File: config.mk
export PLATFORM = sky130hd
export DESIGN_NAME = cia_timer_ctrl_flat
export DESIGN_NICKNAME = d
export VERILOG_FILES = /design/src/rtl/cia_timer_ctrl_if.sv /design/src/rtl/cia_timer_ctrl.sv /design/src/flat_wrapper.sv
export SDC_FILE = /design/constraint.sdc
export NUM_CORES = 1
export LEC_CHECK = 0
export CORE_UTILIZATION = 39
export CTS_CLUSTER_SIZE = 28
export DETAILED_ROUTE_END_ITERATION = 8
export HOLD_SLACK_MARGIN = 0.03
export PLACE_DENSITY = 0.81
export REMOVE_ABC_BUFFERS = 1
export SETUP_SLACK_MARGIN = 0.3
export SLEW_MARGIN = 20
export SYNTH_ARGS = -nofsm -noshare
export SYNTH_HDL_FRONTEND = slang
export SYNTH_SLANG_ARGS = --single-unit
export TNS_END_PERCENT = 5
File: constraint.sdc
create_clock -name clk -period 2.45 [get_ports clk]
set_clock_uncertainty 0.2 [all_clocks]
set_input_delay 0.3675 -clock clk [delete_from_list [all_inputs] [get_ports clk]]
set_output_delay 0.3675 -clock clk [all_outputs]
set_load 0.02 [all_outputs]
File: src/rtl/cia_timer_ctrl_if.sv
// Timer-control bundle type and the bus interface between the CIA top level and cia_timer_ctrl.
`timescale 1ns/1ps

package cia;
    typedef struct packed {
        logic start;
        logic count;
        logic force_load;
        logic outmode;
    } tctrl_t;
endpackage

interface cia_timer_ctrl_if;
    logic         phi2_dn;
    logic         cr_w;
    logic [7:0]   data;
    logic         t_int;
    logic         ta_int;
    logic         cnt;
    cia::tctrl_t  ctrl;
    logic         pbon;
    logic [7:0]   cr_rd;

    modport master (
        output phi2_dn, cr_w, data, t_int, ta_int, cnt,
        input  ctrl, pbon, cr_rd
    );

    modport slave (
        input  phi2_dn, cr_w, data, t_int, ta_int, cnt,
        output ctrl, pbon, cr_rd
    );
endinterface

File: src/rtl/cia_timer_ctrl.sv
// Control-register sequencer for one CIA interval timer (CRA or CRB layout via TIMER_B).
// Define CIA_COUNT_DELAY_EN to insert the two-stage PHI2 count-delay pipeline of the 6526.
`timescale 1ns/1ps

module cia_timer_ctrl #(
    parameter bit TIMER_B = 1'b0
) (
    input  logic            clk,
    input  logic            res_n,
    cia_timer_ctrl_if.slave bus
);

    logic       start_q, start_d;
    logic       pbon_q, pbon_d;
    logic       outmode_q, outmode_d;
    logic       runmode_q, runmode_d;
    logic [2:0] upper_q, upper_d;
    logic       fload_q, fload_d;
    logic       cnt_p0_q, cnt_p1_q;
    logic       cnt_rise;
    logic       raw_evt;
    logic       oneshot_stop;
    logic       count_w;

    // Count-source selection; CRA only looks at INMODE bit 5.
    function automatic logic count_event(input logic [1:0] inmode,
                                         input logic       rise,
                                         input logic       cnt_hi,
                                         input logic       ta);
        logic ev;
        if (!TIMER_B) begin
            ev = inmode[0] ? rise : 1'b1;
        end else begin
            case (inmode)
                2'b00:   ev = 1'b1;
                2'b01:   ev = rise;
                2'b10:   ev = ta;
                default: ev = ta & cnt_hi;
            endcase
        end
        return ev;
    endfunction

    assign cnt_rise     = cnt_p0_q & ~cnt_p1_q;
    assign raw_evt      = start_q & count_event(upper_q[1:0], cnt_rise, cnt_p1_q, bus.ta_int);
    assign oneshot_stop = !bus.cr_w && bus.t_int && runmode_q;

    always_comb begin
        start_d   = start_q;
        pbon_d    = pbon_q;
        outmode_d = outmode_q;
        runmode_d = runmode_q;
        upper_d   = upper_q;
        fload_d   = 1'b0;
        if (bus.cr_w) begin
            start_d   = bus.data[0];
            pbon_d    = bus.data[1];
            outmode_d = bus.data[2];
            runmode_d = bus.data[3];
            upper_d   = bus.data[7:5];
            fload_d   = bus.data[4];
        end else if (oneshot_stop) begin
            start_d   = 1'b0;
        end
    end

    // Stage boundary: control register and CNT synchronizer, advanced once per PHI2 cycle.
    always_ff @(posedge clk or negedge res_n) begin
        if (!res_n) begin
            start_q   <= 1'b0;
            pbon_q    <= 1'b0;
            outmode_q <= 1'b0;
            runmode_q <= 1'b0;
            upper_q   <= 3'b000;
            fload_q   <= 1'b0;
            cnt_p0_q  <= 1'b1;
            cnt_p1_q  <= 1'b1;
        end else if (bus.phi2_dn) begin
            start_q   <= start_d;
            pbon_q    <= pbon_d;
            outmode_q <= outmode_d;
            runmode_q <= runmode_d;
            upper_q   <= upper_d;
            fload_q   <= fload_d;
            cnt_p0_q  <= bus.cnt;
            cnt_p1_q  <= cnt_p0_q;
        end
    end

`ifdef CIA_COUNT_DELAY_EN
    logic evt_p1_q, evt_p2_q;

    // Stage boundary: two-deep count-delay pipeline, flushed by a one-shot stop.
    always_ff @(posedge clk or negedge res_n) begin
        if (!res_n) begin
            evt_p1_q <= 1'b0;
            evt_p2_q <= 1'b0;
        end else if (bus.phi2_dn) begin
            if (oneshot_stop) begin
                evt_p1_q <= 1'b0;
                evt_p2_q <= 1'b0;
            end else begin
                evt_p1_q <= raw_evt;
                evt_p2_q <= evt_p1_q;
            end
        end
    end

    assign count_w = evt_p2_q;
`else
    assign count_w = raw_evt;
`endif

    // Field order matches tctrl_t: start, count, force_load, outmode.
    assign bus.ctrl  = {start_q, count_w, fload_q, outmode_q};
    assign bus.pbon  = pbon_q;
    assign bus.cr_rd = {upper_q, 1'b0, runmode_q, outmode_q, pbon_q, start_q};

endmodule
File: src/flat_wrapper.sv
// flat-port wrapper written by rule: the top's interface ports become plain ports
module cia_timer_ctrl_flat 
#(
    parameter bit TIMER_B = 1'b0
)
  (clk, res_n, bus_phi2_dn, bus_cr_w, bus_data, bus_t_int, bus_ta_int, bus_cnt, bus_ctrl, bus_pbon, bus_cr_rd);
  cia_timer_ctrl_if bus_i ();
  input  logic clk;
  input  logic res_n;
  input wire logic [$bits(bus_i.phi2_dn)-1:0] bus_phi2_dn;
  input wire logic [$bits(bus_i.cr_w)-1:0] bus_cr_w;
  input wire logic [$bits(bus_i.data)-1:0] bus_data;
  input wire logic [$bits(bus_i.t_int)-1:0] bus_t_int;
  input wire logic [$bits(bus_i.ta_int)-1:0] bus_ta_int;
  input wire logic [$bits(bus_i.cnt)-1:0] bus_cnt;
  output wire logic [$bits(bus_i.ctrl)-1:0] bus_ctrl;
  output wire logic [$bits(bus_i.pbon)-1:0] bus_pbon;
  output wire logic [$bits(bus_i.cr_rd)-1:0] bus_cr_rd;
  assign bus_i.phi2_dn = bus_phi2_dn;
  assign bus_i.cr_w = bus_cr_w;
  assign bus_i.data = bus_data;
  assign bus_i.t_int = bus_t_int;
  assign bus_i.ta_int = bus_ta_int;
  assign bus_i.cnt = bus_cnt;
  assign bus_ctrl = bus_i.ctrl;
  assign bus_pbon = bus_i.pbon;
  assign bus_cr_rd = bus_i.cr_rd;
  cia_timer_ctrl #(.TIMER_B(TIMER_B)) u_core (.clk(clk), .res_n(res_n), .bus(bus_i));
endmodule
[Yosys cells after proc, flatten, opt, wreduce, memory -nomap -nowiden]
Cells that the tools add are included.
Storage, ports and cells
  output and inout bits: 13
  register bits after elaboration: 10
  word-level logic and storage cells: 21
  bits of input ports: 15
Cells by class
  reductions and logical operators: 6
  mux-type cells: 4
  bitwise logic cells: 3
Operators with widths (number)
  $mux W1: 4
  $reduce_and A2 Y1: 2
  $and A1 B1 Y1: 2
  $logic_and A1 B1 Y1: 2
  $reduce_bool A2 Y1: 1
  $logic_not A1 Y1: 1
  $not A1 Y1: 1

[Longest topological paths before layout]
Gate-level depths: netlist of run 1.
  word-level depth: 5
  depth in mapped cells: 3

[Worst setup path after synthesis of run 1]
OpenSTA, ideal clock, no wires.
  path type: register to output
  start point: reg u_core.cnt_p0_q
  end point: out bus_ctrl[2]
  stages on the path, launching flop included: 4
  data arrival time: 0.863 ns
  buffers on the path: 1
  slack: 1.020 ns
  data required time: 1.882 ns
  cell sequence: dfstp_2 > nand2b_1 > a21boi_0 > buf_4
On the way
  longest elaborated chain between the ends: 3
Ends and longest elaborated chain
  start: declaration: RTL line cia_timer_ctrl.sv:19  | logic cnt_p0_q, cnt_p1_q;
  start signal: assignment: RTL line cia_timer_ctrl.sv:85  | cnt_p0_q <= bus.cnt;
  $and A1 B1 Y1: RTL line cia_timer_ctrl.sv:44  | assign cnt_rise = cnt_p0_q & ~cnt_p1_q;
  $mux W1: RTL line cia_timer_ctrl.sv:32  | ev = inmode[0] ? rise : 1'b1;
  $and A1 B1 Y1: RTL line cia_timer_ctrl.sv:45  | assign raw_evt = start_q & count_event(upper_q[1:0], cnt_rise, cnt_p1_q, bus.ta_int);
  end: declaration: RTL line flat_wrapper.sv:16  | output wire logic [$bits(bus_i.ctrl)-1:0] bus_ctrl;
Every way passes these cells.

[Final worst setup path of run 1]
Ends and elaborated chain as after synthesis.

==> summary.txt, run 1 <==
WP data arrival: 1.34 ns
Synth Register Bits: 10
GPL Wtd Cong: 0.598
cells on worst reg2reg path: 2
port bufs: 25
CTS Sinks: 10
Crit path required time: 1.88 ns
Crit Path Category: register to output port
Area Growth Syn to Fin: 44.1%
Final min period: 1.91 ns
Die Height: 38.1 um
cell depth of the worst setup path: 3
Post-Syn Area per Cell: 13.4 um^2
Syn Inst Count: 38
Non-Filler Instances: 71
Clk Tree Root Cell: clkbuf_4
post-synthesis async set-or-reset flop share: 100%
count of final setup violators: 0
synthesized area: 508 um^2
initial antenna violation count: 0
number of global-route vias before repair: 327
ANT cells: 0
Slew Limit Fails: 0
Synth cell types: 15
flop2flop setup slack: 1.44 ns
Ports: 28
endpoint class of the critical path: output port
fill count: 92
core footprint: 0.00116 mm^2
slowest stage delay, CP: 0.54 ns
Final ANT Viol Nets: 0
combinational power share: 30.6%
H-tree depth: 1
Leak: 0.329 nW
Max Freq: 523 MHz
sw power: 0.134 mW
Max clock buf depth: 2
RSZ-0062 raised after global routing: false
Detailed Route Iter0 Violations: 1
TNS Setup: 0 ns
sequential share of power: 40.9%
Routed wire per std cell: 12.4 um
first-pass GRT wire length: 1.34 mm
DP Cell Count: 67
period utilization: 78.0%
grt ovf: 0
cell with the most instances after synthesis: buf_4
Finished Core Util: 63.3%
hold slack: 0.221 ns
Layout Nets: 73
WP buf/inv: 1
status: finished, final reports clean
via count: 326
clock latency at the later pin of the worst-skew pair: 0.26 ns
CP max FO: 3
internal power: 0.372 mW
top cells by area, synth: dfrtp_1 (39%), mux2_4 (18%), buf_4 (13%), dfstp_2 (10%), mux2_2 (4.4%)
CTS Buf Count: 3
# rows: 12
clk slew on worst S/H paths: 0.06 ns
CTS tree: built
Detailed Route WL: 877 um
sequential share of the synthesized area: 49.8%
Sw Ratio: 26.5%
EDFF count, synth: 0
CP cell instances: nand2b_1 -> a21boi_0 -> dlygate4sd2_1
Power per Cell Area: 691 mW/mm^2
GRT Total Usage: 14.1%
die area: 0.00145 mm^2
DRT Pass-1 Iters: 2
share of layout cells above drive strength 1: 29.8%
vias per cell: 4.59
top cell type's share of synthesized area: 39.4%
CP max stage cell: dfstp_2
clock share of power: 28.5%
die width: 38.1 um
CP Launch Type: register
YS warnings: 0
DRC: 0
pin count of the biggest net entering global routing: 11
cell family with most CP delay: flip-flops
Critical R2R Capture: u_core.start_q
Reg-to-Reg Start: u_core.runmode_q
Main synth FF type: dfrtp_1
total of max-cap violations: 0
final hold vios: 0
maximum VDD drop: 0.413 mV
number of hold buffers added after CTS: 0
Synth top cells by count: buf_4 (9), dfrtp_1 (8), mux2_4 (6)
worst hold path class: input port to async pin
initial core utilization: 43.9%
area leader, netlist: dfrtp_1
registers in the layout, summed over array words and instances, names as in the netlist:
| name | flops |
|---|---|
| u_core.runmode_q | 1 |
| u_core.fload_q | 1 |
| u_core.cnt_p1_q | 1 |
| u_core.bus.pbon | 1 |
| u_core.cnt_p0_q | 1 |
| u_core.start_q | 1 |
| u_core.upper_q | 3 |
| u_core.outmode_q | 1 |
cells in the final DEF, fill, tap and decap left out, types with 2 or more instances in the layout:
cell / synthesis / routed
clkbuf_4: 0 / 3
dfrtp_1: 8 / 8
dfstp_2: 2 / 2
nand3_1: 2 / 2
clkdlybuf4s50_1: 0 / 24
mux2_4: 6 / 6
mux2_2: 2 / 2
layer usage:
metal,GRT usage (%),routed length (um),vias to the layer above
met1,17.2,366,146
met2,21.6,399,24
met5,0,0,-
met3,4.65,111,0
li1,-,-,156
met4,8.04,0,0
repair_timing:
item / 4_1_cts / 5_1_grt
setup endpoints to repair: 1 / 0
resized for setup: 1 / 0
buffers inserted: 0 / 0
how the worst max path moves through the flow:
stage / start / end
final: u_core.cnt_p0_q / bus_ctrl[2]
after global routing: u_core.cnt_p0_q / bus_ctrl[2]
after CTS: u_core.cnt_p0_q / bus_ctrl[2]
after detailed placement: u_core.cnt_p0_q / bus_ctrl[2]
after global placement: u_core.cnt_p0_q / bus_ctrl[2]
after floorplan: u_core.start_q / bus_ctrl[2]
kinds of logic (layout without fill, tap and decap cells):
family,count (synthesis),count (layout),share of synthesized area (%)
other,1,1,0.738
DFF,10,10,49.8
AOI/OAI and AO/OA,3,3,4.19
buffers and inverters,11,30,16.3
and+or+nand+nor,5,5,6.90
muxes,8,8,22.2
per-stage QoR:
| step | setup WS, ns | total power [mW] | instance area [um^2] |
|---|---|---|---|
| after floorplan | 0.749 | 0.280 | 429 |
| after global placement | 0.543 | 0.364 | 697 |
| after detailed placement | 0.516 | 0.366 | 697 |
| after CTS | 0.515 | 0.512 | 732 |
| after global routing | 0.457 | 0.529 | 732 |
| final | 0.539 | 0.506 | 732 |
power groups by stage:
stage	sequential, mW	combinational [mW]	clock [mW]
2_1_floorplan	0.238	0.0415	0
3_3_place_gp	0.208	0.156	0
3_5_place_dp	0.209	0.158	0
4_1_cts	0.207	0.157	0.149
5_1_grt	0.209	0.164	0.156
6_report	0.207	0.155	0.144
worst register-to-register path, stage by stage, from the launching register on:
cell	delay, ns
dfrtp_1	0.38
nand3_1	0.08
a31o_2	0.25
area by class of cell:
| type | instances | area [um^2] | area share, % |
|---|---|---|---|
| multi-input combinational | 17 | 173 | 23.6 |
| inverter | 1 | 3.75 | 0.513 |
| sequential | 10 | 253 | 34.5 |
| tap | 14 | 17.5 | 2.39 |
| timing repair buffer | 25 | 249 | 34.0 |
| clock buffer | 4 | 36.3 | 4.96 |
No activity file was read; power rests on OpenSTA's default activity.
==> run 2, diff against run 1 <==
--- a/config.mk
+++ b/config.mk
@@ -5,11 +5,11 @@
 export SDC_FILE = /design/constraint.sdc
 export NUM_CORES = 1
 export LEC_CHECK = 0
-export CORE_UTILIZATION = 39
+export CORE_UTILIZATION = 33
 export CTS_CLUSTER_SIZE = 28
 export DETAILED_ROUTE_END_ITERATION = 8
 export HOLD_SLACK_MARGIN = 0.03
-export PLACE_DENSITY = 0.81
+export PLACE_DENSITY = 0.73
 export REMOVE_ABC_BUFFERS = 1
 export SETUP_SLACK_MARGIN = 0.3
 export SLEW_MARGIN = 20
==> constraint.sdc (replaced) <==
create_clock -name clk -period 1.59 [get_ports clk]
set_clock_uncertainty 0.2 [all_clocks]
set_input_delay 0.2385 -clock clk [delete_from_list [all_inputs] [get_ports clk]]
set_output_delay 0.2385 -clock clk [all_outputs]
set_load 0.02 [all_outputs]
==> summary.txt, run 2 (same netlist as run 1, synthesis figures left out) <==
CP endpoint: bus_ctrl[2]
Final min period: 1.53 ns
Worst Setup SP: u_core.cnt_p0_q
DP HPWL: 723 um
CTS Sinks: 10
share of layout cells above drive strength 1: 53.2%
post-place setup slack: -0.180 ns
maximum VDD drop: 0.525 mV
Pwr Total: 0.740 mW
Max clock buf depth: 2
Non-Filler Instances: 77
GPL Wtd Cong: 0.626
status: finished, final reports clean
GRT Total Usage: 13.7%
CTS Buf Count: 3
DRC: 0
vias per cell: 4.51
Biggest register: u_core.upper_q
pin count of the biggest net entering global routing: 11
Ports: 28
CP Launch Type: register
clock share of power: 22.9%
flip-flop count of the largest register after layout: 3
first-pass GRT wire length: 1.43 mm
commonest cells after routing, fill and taps aside: clkdlybuf4s50_1 (11), dfrtp_1 (8), buf_6 (7)
period utilization: 96.2%
combinational power share: 34.0%
Detailed Route Iter0 Violations: 0
hold slack: 0.0942 ns
most common cell after layout, fill and taps aside: clkdlybuf4s50_1
WP data arrival: 1.09 ns
ANT cells: 0
die width: 41.2 um
Area Growth Syn to Fin: 47.8%
initial antenna violation count: 0
clock latency at the later pin of the worst-skew pair: 0.25 ns
count of final setup violators: 0
total of max-cap violations: 0
die area: 0.00170 mm^2
RSZ-0062 raised after global routing: true
cells on worst reg2reg path: 2
Detailed Route WL: 914 um
Finished Core Util: 54.9%
worst hold path class: input port to async pin
CP max FO: 2
grt ovf: 0
Final ANT Viol Nets: 0
final hold vios: 0
number of hold buffers added after CTS: 0
Crit path required time: 1.15 ns
Routed wire per std cell: 11.9 um
# rows: 13
DP Cell Count: 73
Critical R2R Capture: u_core.upper_q[0]
Layout Nets: 78
DRT Pass-1 Iters: 1
CTS tree: built
PnR worst setup slack: 0.0601 ns
Reg-to-Reg Start: u_core.upper_q[0]
number of global-route vias before repair: 349
sw power: 0.206 mW
clk slew on worst S/H paths: 0.06 ns
Slew Limit Fails: 0
Max Freq: 654 MHz
Crit Path Category: register to output port
Die Height: 41.2 um
flop2flop setup slack: 0.51 ns
Clk Tree Root Cell: clkbuf_4
H-tree depth: 1
core footprint: 0.00137 mm^2
port bufs: 25
sequential share of power: 43.1%
Sw Ratio: 27.8%
initial core utilization: 37.2%
Power per Cell Area: 986 mW/mm^2
Leak: 0.381 nW
endpoint class of the critical path: output port
via count: 347
internal power: 0.534 mW
==> run 2: power by group through the flow <==
stage	registers, mW	clock network (mW)	logic (mW)
finish	0.319	0.169	0.252
global route	0.323	0.194	0.269
CTS	0.316	0.177	0.237
detailed placement	0.319	0	0.265
global placement	0.319	0	0.262
floorplan	0.367	0	0.0639
==> run 2: worst min path at each step <==
| stage | startpoint | end | slack [ns] |
|---|---|---|---|
| 3_5_place_dp | u_core.upper_q[2] | u_core.upper_q[2] | 0.30 |
| 4_1_cts | res_n | u_core.start_q | 0.09 |
| 2_1_floorplan | res_n | u_core.bus.pbon | -0.26 |
| 6_report | res_n | u_core.runmode_q | 0.09 |
| 3_3_place_gp | u_core.upper_q[2] | u_core.upper_q[2] | 0.31 |
| 5_1_grt | res_n | u_core.start_q | 0.11 |
==> run 2: timing repair <==
item	4_1_cts	5_1_grt
gates resized for setup	18	43
cloned	0	0
setup buffers	0	0
endpoints found under the setup margin	20	20
pin swaps	1	0
==> run 2: metrics by stage <==
step	cell area [um^2]	setup TNS, ns
final	751	0
after global routing	751	-0.00786
after CTS	746	0
after detailed placement	736	-0.357
after global placement	736	-0.525
after floorplan	429	0
==> run 2: area by class of cell <==
| class | count | area [um^2] |
|---|---|---|
| multi-input combinational | 17 | 173 |
| tap | 15 | 18.8 |
| fill | 138 | 616 |
| clock buffer | 4 | 26.3 |
| sequential | 10 | 253 |
| inverter | 1 | 3.75 |
| timing repair buffer | 30 | 277 |
==> run 2: critical path, stage by stage, from the launching register on <==
cell and delay (ns):
dfstp_2 0.53, nand2b_1 0.05, a21boi_1 0.12, buf_4 0.15
==> run 2: per-layer routing <==
metal	wire (um)	GRT usage [%]
met1	353	14.3
met2	419	23.4
met3	135	3.80
met4	5	9.68
met5	0	0
